[src/rtl/dma_csr_initiator.sv]
// Wishbone classic master that programs the M2M DMA CSR block and tracks a transfer to completion.
// Optional watchdog on the completion wait is enabled by defining DMA_CSR_INIT_TIMEOUT_EN.
module dma_csr_initiator #(
    parameter int unsigned       ADDR_W    = 32,
    parameter logic [ADDR_W-1:0] BASE_ADDR = '0,
    parameter int unsigned       POLL_GAP  = 8
) (
    input  logic              clk_i,
    input  logic              rst_ni,
    input  logic              cmd_valid_i,
    output logic              cmd_ready_o,
    input  logic [31:0]       cmd_src_i,
    input  logic [31:0]       cmd_dst_i,
    input  logic [15:0]       cmd_len_i,
    input  logic              cmd_ie_i,
    output logic              wb_cyc_o,
    output logic              wb_stb_o,
    output logic              wb_we_o,
    output logic [ADDR_W-1:0] wb_adr_o,
    output logic [31:0]       wb_dat_o,
    output logic [3:0]        wb_sel_o,
    input  logic [31:0]       wb_dat_i,
    input  logic              wb_ack_i,
    input  logic              wb_err_i,
    input  logic              dma_irq_i,
    output logic              busy_o,
    output logic              done_o,
    output logic              err_o
);

    typedef enum logic [3:0] {
        StIdle,
        StWrSrc,
        StWrDst,
        StWrLen,
        StWrCtrl,
        StWaitPoll,
        StRdStat,
        StWaitIrq,
        StClrStat,
        StDone,
        StFail
    } state_e;

    localparam logic [7:0]  OffSrc  = 8'h00;
    localparam logic [7:0]  OffDst  = 8'h04;
    localparam logic [7:0]  OffLen  = 8'h08;
    localparam logic [7:0]  OffCtrl = 8'h0C;
    localparam logic [7:0]  OffStat = 8'h10;
    localparam logic [31:0] DoneIf  = 32'h0001_0000;
    localparam logic [7:0]  PollLast = 8'(POLL_GAP - 1);

    state_e state_q, state_d;

    logic [31:0] src_q, dst_q;
    logic [15:0] len_q;
    logic        ie_q;

    logic              cyc_q, cyc_d;
    logic              we_q, we_d;
    logic [ADDR_W-1:0] adr_q, adr_d;
    logic [31:0]       dat_q, dat_d;
    logic [7:0]        poll_cnt_q, poll_cnt_d;

    logic        accept;
    logic        bus_state;
    logic        bus_we;
    logic [7:0]  bus_off;
    logic [31:0] bus_wdata;
    logic        bus_err;
    logic        bus_ack;

    // Only DONE_IF is used from STATUS; the rest of the read word is intentionally dropped.
    logic unused_rdata;
    assign unused_rdata = ^{wb_dat_i[31:17], wb_dat_i[15:0]};

`ifdef DMA_CSR_INIT_TIMEOUT_EN
    logic [19:0] wdog_q, wdog_d;
`endif

    assign accept  = (state_q == StIdle) && cmd_valid_i;
    // err wins over ack when both are raised
    assign bus_err = cyc_q && wb_err_i;
    assign bus_ack = cyc_q && wb_ack_i && !wb_err_i;

    // Per-state bus transaction description
    always_comb begin
        bus_state = 1'b1;
        bus_we    = 1'b1;
        bus_off   = OffSrc;
        bus_wdata = 32'h0;
        case (state_q)
            StWrSrc: begin
                bus_off   = OffSrc;
                bus_wdata = src_q;
            end
            StWrDst: begin
                bus_off   = OffDst;
                bus_wdata = dst_q;
            end
            StWrLen: begin
                bus_off   = OffLen;
                bus_wdata = {16'h0, len_q};
            end
            StWrCtrl: begin
                bus_off   = OffCtrl;
                bus_wdata = {30'h0, ie_q, 1'b1};
            end
            StRdStat: begin
                bus_off = OffStat;
                bus_we  = 1'b0;
            end
            StClrStat: begin
                bus_off   = OffStat;
                bus_wdata = DoneIf;
            end
            default: bus_state = 1'b0;
        endcase
    end

    always_comb begin
        state_d    = state_q;
        cyc_d      = cyc_q;
        we_d       = we_q;
        adr_d      = adr_q;
        dat_d      = dat_q;
        poll_cnt_d = poll_cnt_q;
`ifdef DMA_CSR_INIT_TIMEOUT_EN
        wdog_d     = wdog_q;
`endif

        // Bus request launches the cycle after state entry and drops on the response edge.
        if (bus_state) begin
            if (!cyc_q) begin
                cyc_d = 1'b1;
                we_d  = bus_we;
                adr_d = BASE_ADDR + ADDR_W'(bus_off);
                dat_d = bus_wdata;
            end else if (wb_ack_i || wb_err_i) begin
                cyc_d = 1'b0;
                we_d  = 1'b0;
            end
        end

        case (state_q)
            StIdle: begin
                if (cmd_valid_i) begin
                    state_d = (cmd_len_i == 16'h0) ? StDone : StWrSrc;
                end
            end
            StWrSrc: begin
                if (bus_err)      state_d = StFail;
                else if (bus_ack) state_d = StWrDst;
            end
            StWrDst: begin
                if (bus_err)      state_d = StFail;
                else if (bus_ack) state_d = StWrLen;
            end
            StWrLen: begin
                if (bus_err)      state_d = StFail;
                else if (bus_ack) state_d = StWrCtrl;
            end
            StWrCtrl: begin
                if (bus_err) begin
                    state_d = StFail;
                end else if (bus_ack) begin
                    state_d    = ie_q ? StWaitIrq : StWaitPoll;
                    poll_cnt_d = 8'h0;
                end
            end
            StWaitPoll: begin
                if (poll_cnt_q == PollLast) begin
                    state_d    = StRdStat;
                    poll_cnt_d = 8'h0;
                end else begin
                    poll_cnt_d = poll_cnt_q + 8'h1;
                end
            end
            StRdStat: begin
                if (bus_err) begin
                    state_d = StFail;
                end else if (bus_ack) begin
                    state_d    = wb_dat_i[16] ? StClrStat : StWaitPoll;
                    poll_cnt_d = 8'h0;
                end
            end
            StWaitIrq: begin
                if (dma_irq_i) state_d = StClrStat;
            end
            StClrStat: begin
                if (bus_err)      state_d = StFail;
                else if (bus_ack) state_d = StDone;
            end
            StDone:  state_d = StIdle;
            StFail:  state_d = StIdle;
            default: state_d = StIdle;
        endcase

`ifdef DMA_CSR_INIT_TIMEOUT_EN
        // Held clear through WR_CTRL so the wait phase always starts from zero.
        if (state_q == StWrCtrl) begin
            wdog_d = 20'h0;
        end else if (state_q == StWaitPoll || state_q == StRdStat || state_q == StWaitIrq) begin
            if (wdog_q == 20'hFFFFF) begin
                state_d = StFail;
                cyc_d   = 1'b0;
                we_d    = 1'b0;
            end else begin
                wdog_d = wdog_q + 20'h1;
            end
        end
`endif
    end

    always_ff @(posedge clk_i) begin
        if (!rst_ni) begin
            state_q    <= StIdle;
            cyc_q      <= 1'b0;
            we_q       <= 1'b0;
            adr_q      <= '0;
            dat_q      <= 32'h0;
            poll_cnt_q <= 8'h0;
            src_q      <= 32'h0;
            dst_q      <= 32'h0;
            len_q      <= 16'h0;
            ie_q       <= 1'b0;
        end else begin
            state_q    <= state_d;
            cyc_q      <= cyc_d;
            we_q       <= we_d;
            adr_q      <= adr_d;
            dat_q      <= dat_d;
            poll_cnt_q <= poll_cnt_d;
            if (accept) begin
                src_q <= cmd_src_i;
                dst_q <= cmd_dst_i;
                len_q <= cmd_len_i;
                ie_q  <= cmd_ie_i;
            end
        end
    end

`ifdef DMA_CSR_INIT_TIMEOUT_EN
    always_ff @(posedge clk_i) begin
        if (!rst_ni) wdog_q <= 20'h0;
        else         wdog_q <= wdog_d;
    end
`endif

    assign wb_cyc_o    = cyc_q;
    assign wb_stb_o    = cyc_q;
    assign wb_we_o     = we_q;
    assign wb_adr_o    = adr_q;
    assign wb_dat_o    = dat_q;
    assign wb_sel_o    = {4{cyc_q}};
    assign cmd_ready_o = (state_q == StIdle);
    assign busy_o      = !(state_q == StIdle || state_q == StDone || state_q == StFail);
    assign done_o      = (state_q == StDone);
    assign err_o       = (state_q == StFail);

endmodule

[config.mk]
export PLATFORM = sky130hd
export DESIGN_NAME = dma_csr_initiator
export DESIGN_NICKNAME = d
export VERILOG_FILES = /design/src/rtl/dma_csr_initiator.sv
export SDC_FILE = /design/constraint.sdc
export NUM_CORES = 1
export LEC_CHECK = 0
export ABC_AREA = 1
export CORE_UTILIZATION = 45
export DETAILED_ROUTE_END_ITERATION = 10
export GPL_TIMING_DRIVEN = 0
export HOLD_SLACK_MARGIN = 0.05
export PLACE_DENSITY = 0.79
export SLEW_MARGIN = 20
export SYNTH_ARGS = -nofsm -noshare
export SYNTH_HDL_FRONTEND = slang
export SYNTH_SLANG_ARGS = --single-unit
[constraint.sdc]
create_clock -name clk_i -period 2.4 [get_ports clk_i]
set_clock_uncertainty 0.15 [all_clocks]
set_input_delay 0.72 -clock clk_i [delete_from_list [all_inputs] [get_ports clk_i]]
set_output_delay 0.72 -clock clk_i [all_outputs]
set_load 0.005 [all_outputs]
* After elaboration in Yosys (flattened, before gate mapping) *
Cells that the tools add are included.

operators by class
  add/sub/neg operators = 1
  equal/unequal tests = 23
  mux-type cells = 31
  bitwise operators = 1
  reductions and logical operators = 19

operators by type and width
  operator               count
  $pmux W32 S5           1
  $mux W4                17
  $pmux W4 S9            1
  $mux W8                3
  $pmux W5 S4            1
  $ne A3 B3 Y1 const B   6
  $eq A4 B3 Y1 const B   4
  $logic_not A16 Y1      1
  $pmux W8 S2            1
  $eq A4 B4 Y1 const B   3
  $reduce_and A9 Y1      1
  $add A8 B1 Y8 const B  1
  $eq A4 B2 Y1 const B   2
  $eq A8 B3 Y1 const B   1
  $ne A2 B2 Y1 const B   4
  $mux W1                6
  $reduce_or A6 Y1       1
  $eq A4 B1 Y1 const B   1
  $logic_and A1 B1 Y1    4
  $logic_not A4 Y1       1
  $ne A2 B1 Y1 const B   2
  $reduce_and A2 Y1      2
  $reduce_or A2 Y1       2
  $logic_or A1 B1 Y1     3
  other kinds (5)        6

word-level totals
  register bits after elaboration = 135
  input port bits = 119
  logic and storage cells = 85

* Longest topological paths before layout *
  word-level depth = 5
  mapped depth = 12
  depth with buffers taken out = 11

* Worst setup path before layout *
Ideal clock, no wire load.

  path kind = flip-flop to output port
  start point = register state_q[3]
  end point = output port busy_o
  data arrival time = 1.133 ns
  data required time = 1.530 ns
  path slack = 0.397 ns
  cell stages (with the launch flop) = 6
  buffers on the path = 1
  path through = dfxtp_1 > nor2_4 > nand2_1 > inv_2 > clkbuf_1 > nor3_1

between the ends
  longest elaborated chain between the ends = 4
  elaborated cells between the ends (all ways) = 6
  classes of those cells = 2 x eq/ne; 4 x reduce/logical

RTL lines
  item                              RTL line  text
  start: declaration                53        state_e state_q, state_d;
  start signal: assignment          217       state_q <= StIdle;
  start signal: assignment          228       state_q <= state_d;
  $logic_not A4 Y1                  n/a
  named net cmd_ready_o             11        output logic cmd_ready_o,
  $logic_or A1 B1 Y1 (2 in series)  257       assign busy_o = !(state_q == StIdle || state_q == StDone || state_q == StFail);
  $logic_not A1 Y1                  257
  end: declaration                  26        output logic busy_o,

The timed path passes the listed nets, and every way through them passes these cells.

* Worst setup path in the final report *
  start point = register state_q[1]
  end point = output port busy_o

between the ends
  longest elaborated chain between the ends = 4
  elaborated cells between the ends (all ways) = 6
  classes of those cells = 2 x eq/ne; 4 x reduce/logical

RTL lines
  item                                                     RTL line
  $eq A4 B4 Y1 / $logic_not A4 Y1 (equally long branches)  257
  $logic_or A1 B1 Y1                                       257
  $logic_or A1 B1 Y1 *                                     257
  $logic_not A1 Y1 *                                       257

Every way passes the cells marked *; elsewhere a longest branch is shown, timed or not.

==> impl_metrics.env <==
export IMPL_cp_end_kind="output pin"
export IMPL_synth_adder_area_share_pct=0.218
export IMPL_cp_required_ns=1.53
export IMPL_switching_share_pct=36.4
export IMPL_crit_path_max_incr_delay_ns=0.37
export IMPL_drt_first_pass_iters=6
export IMPL_period_minus_slack_ns=2.34
export IMPL_final_common_cell="clkdlybuf4s50_1"
export IMPL_post_drt_wl_per_cell_um=14.6
export IMPL_pwr_density_cell_nw_per_um2=1190
export IMPL_die_x_um=115
export IMPL_synth_xor_area_share_pct=0.153
export IMPL_diodes=0
export IMPL_n_fill_cell=1105
export IMPL_synthCells=792
export IMPL_drc_errors=0
export IMPL_ys_seq_area_share_pct=45.4
export IMPL_hold_viol=0
export IMPL_start_util_pct=46.9
export IMPL_finalMaxSlewViolations=0
export IMPL_cp_max_fo=13
export IMPL_grt_max_degree=17
export IMPL_place_ws_ns=-0.340
export IMPL_ys_ff_latch=130
export IMPL_cap_violations=0
export IMPL_status="finished clean"
export IMPL_worstPathCellList="nor2_4, nand2_4, inv_8, nor3_1, dlygate4sd2_1"
export IMPL_start_kind="flop"
export IMPL_final_nets=1092
export IMPL_fin_area_um2=7980
export IMPL_syn_area_um2=5730
export IMPL_clkPwrFrac_pct=26.0
export IMPL_post_dp_hpwl_um=12300
export IMPL_areaGrowthSynthToFinish_pct=39.3
export IMPL_routabilityCongestion=0.917
export IMPL_fin_util_pct=65.3
export IMPL_htreeDepth=4
export IMPL_grt_first_pass_wirelength_um=26400
export IMPL_cts_clk_slew_worst_paths_ns=0.06
export IMPL_p_comb_share_pct=40.7
export IMPL_clk_path_buf_depth=2
export IMPL_slew_headroom_pct=57.8
export IMPL_p_seq_share_pct=33.3
export IMPL_hold_path_class="reg2reg"
export IMPL_synthMuxAreaShare_pct=0
export IMPL_min_period_over_period_pct=97.6
export IMPL_ir_drop_uv=479
export IMPL_viasPerCell=5.02
export IMPL_clkLatencyLatePin_ns=0.42
export IMPL_slowest_stage="dfxtp_4"
export IMPL_die_h_um=115
export IMPL_drt_iter0_markers=491
export IMPL_synth_top_family_by_area="simple AND/OR/NAND/NOR gates"
export IMPL_tightest_slew_ns=0.634
export IMPL_setup_viol=0
export IMPL_yosysWarningCount=0
export IMPL_dieArea_um2=13200
export IMPL_switchingPower_mw=3.45
export IMPL_layout_common_cells="clkdlybuf4s50_1, dfxtp_1, nand2_1, a21oi_1, nor2_1"
export IMPL_p_int_mw=6.01
export IMPL_critical_path_top_delay_family="flip-flops"
export IMPL_max_freq_ghz=0.427
export IMPL_synth_compound_area_share_pct=20.3
export IMPL_fp_row_count=40
export IMPL_grt_overflow=0
export IMPL_grt_pass1_vias=5427
export IMPL_p_total_mw=9.46
export IMPL_cp_arrival_ns=1.47
export IMPL_cts_tree="yes"
export IMPL_coreArea_um2=12200
export IMPL_io_pins=194
export IMPL_synth_cell_type_count=32
export IMPL_cts_num_sinks=130
export IMPL_worstSetupPathType="reg2out"
export IMPL_leakagePower_nw=3.26
export IMPL_cts_made_buffers=17
export IMPL_cp_num_buf_inv=2
export IMPL_ant_nets=0
export IMPL_place_area_um2=7370
export IMPL_synth_simple_area_share_pct=20.9
export IMPL_routed_wl_um=16800
export IMPL_rrSetupSlack_ns=0.30
export IMPL_antenna_found_initial=0
export IMPL_setup_ws_ns=0.0577
export IMPL_routed_via_count=5793
export IMPL_drive_gt1_share_pct=11.1
export IMPL_cts_hold_buffers_added=0
export IMPL_synth_area_per_cell_um2=7.23
export IMPL_grt_usage_pct=26.6
export IMPL_port_buffers=133
export IMPL_rsz0062_at_grt="no"
export IMPL_setup_tns_ns=0
export IMPL_cts_root_buf="clkbuf_16"
power groups by stage:
stage	Clock, mW	Sequential, mW	Combinational (mW)
floorplan	0	3.14	2.25
global placement	0	3.15	3.74
detailed placement	0	3.17	3.79
CTS	2.48	3.15	3.84
global route	2.58	3.21	4.31
finish	2.46	3.15	3.85
flip-flops by register name, indices dropped and copies added, names as in the netlist:
register and cells:
dst_q 32, src_q 32, wb_dat_o 32, len_q 16
poll_cnt_q 8, state_q 4, wb_adr_o 3, ie_q 1
wb_cyc_o 1, wb_we_o 1
logic make-up after synthesis:
logic type                 count (synthesis)
other                                      1
AOI/OAI and AO/OA                        221
buffers and inverters                    152
xor gates and xnor gates                   1
adders and majority gates                  1
DFF                                      130
and+or+nand+nor                          286
metal layers:
layer | global-route usage (%) | wire length (um)
met2 | 44.9 | 7980
met4 | 12.4 | 432
met5 | 0 | 0
met1 | 32.3 | 7100
met3 | 6.11 | 1290
layout make-up:
class | count | area [um2] | share of cell area [%]
inverters | 74 | 288 | 3.61
clock inverters | 9 | 80.1 | 1.00
plain buffers | 77 | 454 | 5.69
well taps | 168 | 210 | 2.63
clock buffers | 23 | 488 | 6.11
flip-flops and latches | 130 | 2620 | 32.8
repair buffers | 134 | 1330 | 16.7
multi-input cells | 538 | 2510 | 31.5
Yosys cell counts:
cell type	number	area, um2
a31oi_1	1	6.26
nand2_2	3	18.8
inv_1	68	255
nand3_1	46	230
xnor2_1	1	8.76
buf_1	1	3.75
ha_1	1	12.5
a21oi_2	1	8.76
nor3_1	2	10.0
o22ai_1	23	144
dfxtp_1	130	2600
nor2_2	2	12.5
o21ai_0	73	365
nand2_1	123	462
conb_1	1	3.75
buf_6	1	11.3
nand2_4	2	22.5
buf_4	38	285
inv_2	5	18.8
a211oi_1	2	15.0
o211a_1	1	10.0
or2_2	3	18.8
o211ai_1	6	45.0
nor2_1	98	368
nand4_1	4	25.0
o21ai_1	9	45.0
nand3b_1	1	7.51
inv_4	1	6.26
nor2_4	2	22.5
buf_2	11	55.1
clkbuf_1	27	101
a21oi_1	105	526
timing repair:
| item | 4_1_cts | 5_1_grt |
|---|---|---|
| endpoints found under the setup margin | 9 | 1 |
| pin swaps | 3 | 0 |
| resized for setup | 20 | 2 |
| setup buffers | 1 | 0 |
per-stage QoR:
step                cells  hold slack [ns]
global placement     1121            0.290
CTS                  1153            0.303
floorplan             820            0.275
global route         1153            0.317
finish               1153            0.302
detailed placement   1121            0.295
worst min-delay path: cells and delay by family (launching register included):
kind | cells | cell delay [ns]
flops | 1 | 0.29
buf+inv | 1 | 0.06
compound gates | 1 | 0.05
worst paths after layout:
path,startpoint,end,depth (start not counted)
worst max-delay path,state_q[1],busy_o,5
worst min-delay path,dst_q[25],dst_q[25],2
worst max register to register,state_q[3],wb_dat_o[20],10
worst min register to register,dst_q[25],dst_q[25],2
Power figures use the tool's default switching activity.
